$ cat src/rtl/sliding_window_ctrl_if.sv
// Bus bundle between the frame sequencer and its neighbours: feature-map RAM
// read port, 3x3 window unit pixel feed, and the legal-window handshake
// towards the convolution MAC array.
interface sliding_window_ctrl_if #(
   parameter int ADDR_W = 15
);
   logic                mem_rd_en;
   logic [ADDR_W-1:0]   mem_addr;
   logic signed [7:0]   mem_rd_data;
   logic                win_rst;
   logic                win_en;
   logic signed [7:0]   win_pixel;
   logic                out_valid;
   logic                out_ready;
   logic [13:0]         out_row;
   logic [13:0]         out_col;

   modport master (
      output mem_rd_en, mem_addr,
      input  mem_rd_data,
      output win_rst, win_en, win_pixel,
      output out_valid, out_row, out_col,
      input  out_ready
   );

   modport slave (
      input  mem_rd_en, mem_addr,
      output mem_rd_data,
      input  win_rst, win_en, win_pixel,
      input  out_valid, out_row, out_col,
      output out_ready
   );
endinterface

$ cat src/rtl/sliding_window_ctrl.sv
// Frame sequencer for the 3x3 sliding-window unit. Clears the unit, streams
// one feature map from RAM through a 2-entry pixel FIFO, flushes the last
// window, and presents only legal (non row-wrapped) windows downstream.
// Optional feature macro: SW_CTRL_STRIDE_EN (honour STRIDE via phase counters).
//
// state    | meaning
// ---------+-----------------------------------------------------------
// S_IDLE   | wait for start
// S_CLR    | window unit reset for one cycle, counters cleared
// S_STREAM | issue reads base+n, feed FIFO head to window unit
// S_FLUSH  | one extra win_en with pixel 0 to expose the final window
// S_DRAIN  | wait for the final accept, then pulse done
module sliding_window_ctrl #(
   parameter int IMG_WIDTH  = 130,
   parameter int IMG_HEIGHT = 130,
   parameter int ADDR_W     = 15,
   parameter int STRIDE     = 1
) (
   input  logic              i_clk,
   input  logic              i_rst_n,
   input  logic              i_start,
   input  logic [ADDR_W-1:0] i_base_addr,
   output logic              o_busy,
   output logic              o_done,
   sliding_window_ctrl_if.master bus
);

   localparam int N     = IMG_WIDTH * IMG_HEIGHT;
   localparam int CNT_W = $clog2(N + 1);

   typedef enum logic [2:0] {S_IDLE, S_CLR, S_STREAM, S_FLUSH, S_DRAIN} state_t;

   state_t             r_state, w_next;
   logic [CNT_W-1:0]   r_rd_cnt;
   logic               r_inflight;
   logic signed [7:0]  r_fifo [2];
   logic               r_wp, r_rp;
   logic [1:0]         r_occ;
   logic [ADDR_W-1:0]  r_base;
   logic               r_have;
   logic [13:0]        r_row, r_col;
   logic               r_ov;
   logic [13:0]        r_orow, r_ocol;
   logic               r_done;

   logic               w_can_pop, w_win_en, w_pop, w_rd_en, w_stream_end;
   logic               w_done_set, w_start_ok, w_legal, w_phase_ok;
   logic [2:0]         w_level;

`ifdef SW_CTRL_STRIDE_EN
   logic [1:0]         r_rph, r_cph;
   assign w_phase_ok = (r_rph == 2'd0) && (r_cph == 2'd0);
`else
   logic               w_unused_stride;
   assign w_unused_stride = (STRIDE != 0);
   assign w_phase_ok      = 1'b1;
`endif

   assign w_start_ok = i_start && !r_done;
   assign w_can_pop  = !r_ov || bus.out_ready;
   // r_row/r_col hold the position of the previously fed pixel, which is the
   // bottom-right of the window the unit will show after this win_en.
   assign w_legal    = r_have && (r_row >= 14'd2) && (r_col >= 14'd2) && w_phase_ok;

   // State register
   always_ff @(posedge i_clk) begin
      if (!i_rst_n) r_state <= S_IDLE;
      else          r_state <= w_next;
   end

   // Next state, pixel strobe, read strobe
   always_comb begin
      w_next       = r_state;
      w_win_en     = 1'b0;
      w_pop        = 1'b0;
      w_rd_en      = 1'b0;
      w_stream_end = 1'b0;
      w_done_set   = 1'b0;
      // The pop in this cycle frees a slot, so a read may be issued alongside
      // it; this keeps 1 pixel/cycle while never holding more than 2 entries.
      w_level      = 3'(r_occ) + 3'(r_inflight) - 3'(w_pop);
      case (r_state)
         S_IDLE: begin
            if (w_start_ok) w_next = S_CLR;
         end
         S_CLR: begin
            w_next = S_STREAM;
         end
         S_STREAM: begin
            w_win_en     = (r_occ != 2'd0) && w_can_pop;
            w_pop        = w_win_en;
            w_level      = 3'(r_occ) + 3'(r_inflight) - 3'(w_pop);
            w_rd_en      = (r_rd_cnt != CNT_W'(N)) && (w_level < 3'd2);
            w_stream_end = (r_rd_cnt == CNT_W'(N)) && !r_inflight &&
                           ((r_occ == 2'd0) || ((r_occ == 2'd1) && w_pop));
            if (w_stream_end) w_next = S_FLUSH;
         end
         S_FLUSH: begin
            w_win_en = w_can_pop;
            if (w_win_en) w_next = S_DRAIN;
         end
         S_DRAIN: begin
            if (w_can_pop) begin
               w_done_set = 1'b1;
               w_next     = S_IDLE;
            end
         end
         default: w_next = S_IDLE;
      endcase
   end

   // Read counter, in-flight tracking, FIFO pointers and base latch
   always_ff @(posedge i_clk) begin
      if (!i_rst_n) begin
         r_rd_cnt   <= '0;
         r_inflight <= 1'b0;
         r_wp       <= 1'b0;
         r_rp       <= 1'b0;
         r_occ      <= 2'd0;
         r_base     <= '0;
      end else begin
         r_inflight <= w_rd_en;
         if ((r_state == S_IDLE) && w_start_ok) r_base <= i_base_addr;
         if (r_state == S_CLR) begin
            r_rd_cnt <= '0;
            r_wp     <= 1'b0;
            r_rp     <= 1'b0;
            r_occ    <= 2'd0;
         end else begin
            if (w_rd_en)    r_rd_cnt <= r_rd_cnt + 1'b1;
            if (r_inflight) r_wp     <= ~r_wp;
            if (w_pop)      r_rp     <= ~r_rp;
            r_occ <= r_occ + {1'b0, r_inflight} - {1'b0, w_pop};
         end
      end
   end

   // FIFO storage; read data is captured the cycle after its strobe
   always_ff @(posedge i_clk) begin
      if (r_inflight) r_fifo[r_wp] <= bus.mem_rd_data;
   end

   // Position of the last fed pixel (and stride phases) for window tagging
   always_ff @(posedge i_clk) begin
      if (!i_rst_n || (r_state == S_CLR)) begin
         r_have <= 1'b0;
         r_row  <= 14'd0;
         r_col  <= 14'd0;
`ifdef SW_CTRL_STRIDE_EN
         r_rph  <= 2'd0;
         r_cph  <= 2'd0;
`endif
      end else if (w_win_en) begin
         if (!r_have) begin
            r_have <= 1'b1;
            r_row  <= 14'd0;
            r_col  <= 14'd0;
         end else if (r_col == 14'(IMG_WIDTH - 1)) begin
            r_col <= 14'd0;
            r_row <= r_row + 14'd1;
`ifdef SW_CTRL_STRIDE_EN
            if ((r_row + 14'd1) == 14'd2)      r_rph <= 2'd0;
            else if (r_rph == 2'(STRIDE - 1))  r_rph <= 2'd0;
            else                               r_rph <= r_rph + 2'd1;
`endif
         end else begin
            r_col <= r_col + 14'd1;
`ifdef SW_CTRL_STRIDE_EN
            if ((r_col + 14'd1) == 14'd2)      r_cph <= 2'd0;
            else if (r_cph == 2'(STRIDE - 1))  r_cph <= 2'd0;
            else                               r_cph <= r_cph + 2'd1;
`endif
         end
      end
   end

   // Downstream valid, coordinates and done pulse
   always_ff @(posedge i_clk) begin
      if (!i_rst_n) begin
         r_ov   <= 1'b0;
         r_orow <= 14'd0;
         r_ocol <= 14'd0;
         r_done <= 1'b0;
      end else begin
         r_done <= w_done_set;
         if (r_state == S_CLR) begin
            r_ov <= 1'b0;
         end else if (w_win_en && w_legal) begin
            r_ov   <= 1'b1;
            r_orow <= r_row - 14'd2;
            r_ocol <= r_col - 14'd2;
         end else if (bus.out_ready) begin
            r_ov <= 1'b0;
         end
      end
   end

   assign bus.mem_rd_en = w_rd_en;
   assign bus.mem_addr  = r_base + ADDR_W'(r_rd_cnt);
   assign bus.win_rst   = !i_rst_n || (r_state == S_CLR);
   assign bus.win_en    = w_win_en;
   assign bus.win_pixel = (r_state == S_FLUSH) ? 8'sd0 : r_fifo[r_rp];
   assign bus.out_valid = r_ov;
   assign bus.out_row   = r_orow;
   assign bus.out_col   = r_ocol;
   assign o_busy        = (r_state != S_IDLE);
   assign o_done        = r_done;

endmodule

$ cat src/flat_wrapper.sv
// flat-port wrapper written by rule: the top's interface ports become plain ports
module sliding_window_ctrl_flat 
#(
   parameter int IMG_WIDTH  = 130,
   parameter int IMG_HEIGHT = 130,
   parameter int ADDR_W     = 15,
   parameter int STRIDE     = 1
)
  (i_clk, i_rst_n, i_start, i_base_addr, o_busy, o_done, bus_mem_rd_en, bus_mem_addr, bus_mem_rd_data, bus_win_rst, bus_win_en, bus_win_pixel, bus_out_valid, bus_out_row, bus_out_col, bus_out_ready);
  sliding_window_ctrl_if #(.ADDR_W(ADDR_W)) bus_i ();
  input  logic i_clk;
  input  logic i_rst_n;
  input  logic i_start;
  input  logic [ADDR_W-1:0] i_base_addr;
  output logic o_busy;
  output logic o_done;
  output wire logic [$bits(bus_i.mem_rd_en)-1:0] bus_mem_rd_en;
  output wire logic [$bits(bus_i.mem_addr)-1:0] bus_mem_addr;
  input wire logic [$bits(bus_i.mem_rd_data)-1:0] bus_mem_rd_data;
  output wire logic [$bits(bus_i.win_rst)-1:0] bus_win_rst;
  output wire logic [$bits(bus_i.win_en)-1:0] bus_win_en;
  output wire logic [$bits(bus_i.win_pixel)-1:0] bus_win_pixel;
  output wire logic [$bits(bus_i.out_valid)-1:0] bus_out_valid;
  output wire logic [$bits(bus_i.out_row)-1:0] bus_out_row;
  output wire logic [$bits(bus_i.out_col)-1:0] bus_out_col;
  input wire logic [$bits(bus_i.out_ready)-1:0] bus_out_ready;
  assign bus_mem_rd_en = bus_i.mem_rd_en;
  assign bus_mem_addr = bus_i.mem_addr;
  assign bus_i.mem_rd_data = bus_mem_rd_data;
  assign bus_win_rst = bus_i.win_rst;
  assign bus_win_en = bus_i.win_en;
  assign bus_win_pixel = bus_i.win_pixel;
  assign bus_out_valid = bus_i.out_valid;
  assign bus_out_row = bus_i.out_row;
  assign bus_out_col = bus_i.out_col;
  assign bus_i.out_ready = bus_out_ready;
  sliding_window_ctrl #(.IMG_WIDTH(IMG_WIDTH), .IMG_HEIGHT(IMG_HEIGHT), .ADDR_W(ADDR_W), .STRIDE(STRIDE)) u_core (.i_clk(i_clk), .i_rst_n(i_rst_n), .i_start(i_start), .i_base_addr(i_base_addr), .o_busy(o_busy), .o_done(o_done), .bus(bus_i));
endmodule
$ cat config.mk
export PLATFORM = sky130hd
export DESIGN_NAME = sliding_window_ctrl_flat
export DESIGN_NICKNAME = d
export VERILOG_FILES = /design/src/rtl/sliding_window_ctrl_if.sv /design/src/rtl/sliding_window_ctrl.sv /design/src/flat_wrapper.sv
export SDC_FILE = /design/constraint.sdc
export NUM_CORES = 1
export LEC_CHECK = 0
export BUFFER_PORTS_ARGS = -buffer_cell sky130_fd_sc_hd__buf_4
export CORE_UTILIZATION = 40
export CTS_CLUSTER_DIAMETER = 50
export DETAILED_ROUTE_END_ITERATION = 10
export PLACE_DENSITY = 0.59
export SLEW_MARGIN = 20
export SYNTH_ARGS = -nofsm -noshare
export SYNTH_HDL_FRONTEND = slang
export SYNTH_SLANG_ARGS = --single-unit
$ cat constraint.sdc
create_clock -name i_clk -period 4.6 [get_ports i_clk]
set_clock_uncertainty 0.15 [all_clocks]
set_input_delay 1.38 -clock i_clk [delete_from_list [all_inputs] [get_ports i_clk]]
set_output_delay 1.38 -clock i_clk [all_outputs]
set_load 0.005 [all_outputs]
Word-level counts from Yosys, hierarchy flattened
Memories as Yosys holds them, arrays and structs flattened. A register that Yosys moved wholly into a read port is not among the register bits.
Index checks and enable logic that the tools add are counted.
W data, S select, Z words.
{"block": "totals", "ff_bits": 97, "latch_bits": 0, "ram_bits": 16, "romBits": 0, "inputBits": 27, "output_inout_bits": 57, "word_cells": 92, "memories": 1}
{"block": "classes", "n_addsub": 10, "mul": 0, "div_mod_pow": 0, "order_cmp": 3, "n_eq_ne": 13, "shift": 0, "muxes": 20, "bitwise": 4, "reduce_logical": 27}
{"memory": "u_core.r_fifo", "words": 2, "width": 8, "rd": 1, "rd_clocked_by_memory_dff": 1, "wr": 1, "line_no": "sliding_window_ctrl.sv:36", "rtl": "logic signed [7:0] r_fifo [2];"}
{"cell": "$mux W14", "n": 4}
{"cell": "$add A14 B1 Y14 const B", "n": 2}
{"cell": "$ge A14 B2 Y1 const B", "n": 2}
{"cell": "$sub A14 B2 Y14 const B", "n": 2}
{"cell": "$add A15 B1 Y15 const B", "n": 1}
{"cell": "$add A15 B15 Y15", "n": 1}
{"cell": "$eq A15 B15 Y1 const B", "n": 1}
{"cell": "$ne A15 B15 Y1 const B", "n": 1}
{"cell": "$pmux W3 S5", "n": 1}
{"cell": "$eq A14 B8 Y1 const B", "n": 1}
{"cell": "$mux W3", "n": 4}
{"cell": "$logic_and A1 B1 Y1", "n": 10}
{"cell": "$mux W1", "n": 9}
{"cell": "$mux W8", "n": 1}
{"cell": "$ne A2 B1 Y1 const B", "n": 4}
{"cell": "$eq A3 B2 Y1 const B", "n": 2}
{"cell": "$reduce_and A2 Y1", "n": 3}
{"cell": "$logic_not A1 Y1", "n": 4}
{"cell": "$not A1 Y1", "n": 4}
{"cell": "$reduce_and A4 Y1", "n": 1}
{"cell": "$reduce_bool A2 Y1", "n": 2}
{"cell": "$add A2 B1 Y3", "n": 1}
{"cell": "$eq A3 B1 Y1 const B", "n": 1}
{"cell": "$eq A3 B3 Y1 const B", "n": 1}
{"cell": "other kinds (12)", "n": 14}

Longest topological paths before layout
{"block": "depth", "word_depth": 8, "mapped_depth": 11, "ltp_nobuf": 9}

Worst setup path before layout
OpenSTA, ideal clock, no wires.
{"block": "synth_path", "kind": "input-to-output", "from": "input port bus_out_ready", "to": "output port bus_mem_rd_en", "t_arrival_ps": 2935, "t_required_ps": 3070, "slack_ps": 135, "path_stages": 10, "n_path_buf": 2, "cell_sequence": "nand2b_1 -> clkbuf_1 -> nand2_1 -> nand3_1 -> fa_1 -> xnor2_1 -> and4_1 -> clkbuf_1 -> nand2_1 -> inv_1"}
{"block": "synth_between", "elab_chain_len": 6}
{"item": "start: declaration", "line_no": "flat_wrapper.sv:26", "rtl": "input wire logic [$bits(bus_i.out_ready)-1:0] bus_out_ready;"}
{"item": "$logic_or A1 B1 Y1", "line_no": "sliding_window_ctrl.sv:60", "rtl": "assign w_can_pop = !r_ov || bus.out_ready;"}
{"item": "$logic_and A1 B1 Y1", "line_no": "sliding_window_ctrl.sv:90", "rtl": "w_win_en = (r_occ != 2'd0) && w_can_pop;"}
{"item": "$sub A3 B1 Y3", "line_no": "sliding_window_ctrl.sv:92", "rtl": "w_level = 3'(r_occ) + 3'(r_inflight) - 3'(w_pop);"}
{"item": "$lt A3 B2 Y1", "line_no": "sliding_window_ctrl.sv:93", "rtl": "w_rd_en = (r_rd_cnt != CNT_W'(N)) && (w_level < 3'd2);"}
{"item": "$logic_and A1 B1 Y1", "line_no": "sliding_window_ctrl.sv:93"}
{"item": "$mux W1", "line_no": "sliding_window_ctrl.sv:82", "rtl": "case (r_state)"}
{"item": "end: declaration", "line_no": "flat_wrapper.sv:17", "rtl": "output wire logic [$bits(bus_i.mem_rd_en)-1:0] bus_mem_rd_en;"}
No other way between the ends.

Final worst setup path
Same ends and word-level chain as after synthesis.

==> metrics.md <==
| Metric | Value |
|---|---|
| Met1 usage | 0.2277 |
| Die Footprint | 15560 µm² |
| Gp weighted congestion | 0.8828 |
| Hold crit path type | flop to flop |
| Worst Path Required | 3.07 ns |
| Combinational share of power | 0.113 |
| EDFF count, synth | 16 |
| Max_cap viols | 0 |
| Synth area leader | dfxtp_1 |
| DR vias/cell | 5.334 |
| Final core occ | 0.5070 |
| Hold Buf Count CTS | 0 |
| Top cells by area, synth | dfxtp_1 (33%), edfxtp_1 (8.0%), xnor2_1 (5.8%), a21oi_1 (5.7%), ha_1 (5.6%) |
| DP Cell Count | 928 |
| Lkg Pwr | 2.981 nW |
| Io pins | 84 |
| Vias in the first global route | 5037 |
| Endpoints failing setup | 0 |
| Final worst path period share | 0.9584 |
| Chip Width | 124.7 µm |
| Syn avg cell area | 8.733 µm² |
| Area after DPL | 6753 µm² |
| Core area | 14590 µm² |
| Int Pwr | 2.118 mW |
| Pwr/cell area | 375.8 nW/µm² |
| Max VDD drop | 0.2785 mV |
| Synth top cells by count | dfxtp_1 (98), nand2_1 (71), a21oi_1 (69), nor2_1 (66), xnor2_1 (40) |
| Root Buffer | clkbuf_16 |
| Yosys reg bits | 114 |
| Clock network fraction of design power | 0.500 |
| Top FF cell, synth | dfxtp_1 |
| Synth async-reset ratio | 0 |
| # DRC | 0 |
| Grt met2 use | 0.3455 |
| Final HPWL DP | 10.30 mm |
| YS warnings | 0 |
| Area delta synth->final | 22.76% |
| Synthesized area | 6026 µm² |
| Initial antenna violation count | 0 |
| GRT Util Overall | 0.1941 |
| F_max | 226.8 MHz |
| Worst setup path class | input port to primary output |
| Worst Tran Pin Value | 1.068 ns |
| Pre-antenna DRT Iters | 4 |
| Worst skew pair latency | 0.41 ns |
| P_sw | 0.6622 mW |
| Slew Limit Headroom | 0.2882 |
| Status | finished clean |
| First-pass GRT wire length | 24.43 mm |
| H-tree levels | 4 |
| Layout Cells excl Fill | 960 |
| Routed WL per cell | 15.06 µm |
| Syn Nets | 746 |
| Final Hold Vio Count | 0 |
| CTS sink count | 114 |
| Fraction of power consumed by sequential logic | 0.388 |
| Post-CTS sizing | 0 |
| Adder-Cell Fraction of Synth Area | 0.06271 |
| Cts bufs inserted | 17 |
| Simple-gate share of the synthesized area | 0.2211 |
| Initial Utilization | 0.4130 |
| Slew Limit Fails | 0 |
| Minimum clock period after layout | 4.408 ns |
| Routed WL | 14.46 mm |
| Post-Synthesis Cells | 690 |
| Synth Area in Compound Gates | 0.1561 |
| Buffers on Ports | 83 |
| N_diodes | 0 |
| Multiplexer area fraction after synthesis | 0.01993 |
| Global route hottest layer | met2 |
| Sw frac | 0.2382 |
| Die Span Y | 124.7 µm |
| Synth Area in XOR/XNOR | 0.08576 |
| Critical Path AT | 2.88 ns |
| Net count reported at finish | 819 |
| CP max FO | 2 |
| Count leader, synth | dfxtp_1 |
| DRT antenna net count | 0 |
| # Post-CTS Setup Buffers | 0 |
| Worst-case clock buffer depth | 2 |
| Synth top area share | 0.3256 |
| CTS tree | yes |
| Iter 0 DRT Violations | 228 |
| Layout cells sized above 1 | 0.1804 |
| Row Count | 44 |
| Critical path capture point type | primary output |
| Count of different cell masters after synthesis | 55 |
| GRT overflow | 0 |
| Clock-pin slew on the worst setup and hold paths | 0.05 ns |
| Finished Cell Area | 7397 µm² |
| M3 GR Usage | 0.04210 |
| Register area share after synthesis | 0.4053 |
| Via Count | 5121 |
| CP startpoint kind | input port |
| Main combinational cell family by area after synthesis | simple AND/OR/NAND/NOR gates |
| Pin count of the biggest net entering global routing | 47 |
[flip-flops by register name (all words and copies together) (netlist names), named ones only]
register,cells
u_core.bus.out_col,14
u_core.bus.out_row,14
u_core.bus.out_valid,1
u_core.o_done,1
u_core.r_base,15
u_core.r_col,14
u_core.r_fifo,16
u_core.r_have,1
u_core.r_inflight,1
u_core.r_occ,2
u_core.r_rd_cnt,15
u_core.r_row,14
u_core.r_rp,1
u_core.r_state,3
u_core.r_wp,1
[routing by layer]
layer	vias up	part of all wire
met4	0	0.014
met5	-	0
li1	2601	-
met3	20	0.029
met2	99	0.52
met1	2401	0.44
[worst paths after layout]
check	cells after the start	slack (ns)	to	from
worst max-delay path	10	0.19	bus_mem_rd_en	bus_out_ready
worst max register to register	5	1.88	u_core.bus.out_row[3]$_SDFFE_PN0P_	u_core.r_col[3]$_SDFFE_PP0P_
worst min register to register	2	0.31	u_core.r_base[13]$_SDFFE_PN0P_	u_core.r_base[13]$_SDFFE_PN0P_
worst min-delay path	2	0.31	u_core.r_base[13]$_SDFFE_PN0P_	u_core.r_base[13]$_SDFFE_PN0P_
[critical path, stage by stage]
cell and delay, ns:
buf_4 0.12, nand2b_1 0.15, nand2_1 0.07, nand3_1 0.09, fa_1 0.39, xnor2_1 0.13
and4_1 0.22, nand2_1 0.07, inv_1 0.13, buf_4 0.12
[power groups by stage]
stage	clock network (mW)	logic [mW]	registers (mW)
6_report	1.39	0.313	1.08
3_3_place_gp	0	0.311	1.10
2_1_floorplan	0	0.201	1.08
4_1_cts	1.41	0.318	1.08
5_1_grt	1.46	0.352	1.08
3_5_place_dp	0	0.316	1.10
[final cells by class]
cell class | count | area (µm²)
sequential | 114 | 2442
fill | 1380 | 7192
multi-input combinational | 512 | 3298
inverter | 25 | 93.84
clock inverter | 8 | 122.6
timing repair buffer | 93 | 698.2
tap | 184 | 230.2
clock buffer | 24 | 511.7
[cells in the final DEF, fill, tap and decap left out, types with 20 or more instances in the layout]
master / count
nand2_1: 71
a21oi_1: 69
dfxtp_1: 98
nor3_1: 20
buf_4: 93
ha_1: 27
inv_1: 23
nor2_1: 66
a211oi_1: 29
xnor2_1: 40
[cell families (layout without fill, tap and decap cells)]
kind of cell    after synthesis  count (layout)
simple gates                262             262
compound gates              150             150
flops                       114             114
buf+inv                      64             150
xor+xnor                     59              59
fa+ha+maj                    29              29
mux                          12              12
[stage by stage]
| stage | power, mW | TNS, ns | setup slack (ns) | hold slack (ns) |
|---|---|---|---|---|
| after global routing | 2.896 | -0.001306 | -0.001306 | 0.3266 |
| after CTS | 2.809 | 0 | 0.09719 | 0.3119 |
| after detailed placement | 1.414 | 0 | 0.1421 | 0.3028 |
| after floorplan | 1.281 | 0 | 0.1354 | 0.2906 |
| final | 2.780 | 0 | 0.1916 | 0.3090 |
| after global placement | 1.408 | 0 | 0.1836 | 0.2976 |
No activity file was read; power rests on OpenSTA's default activity.
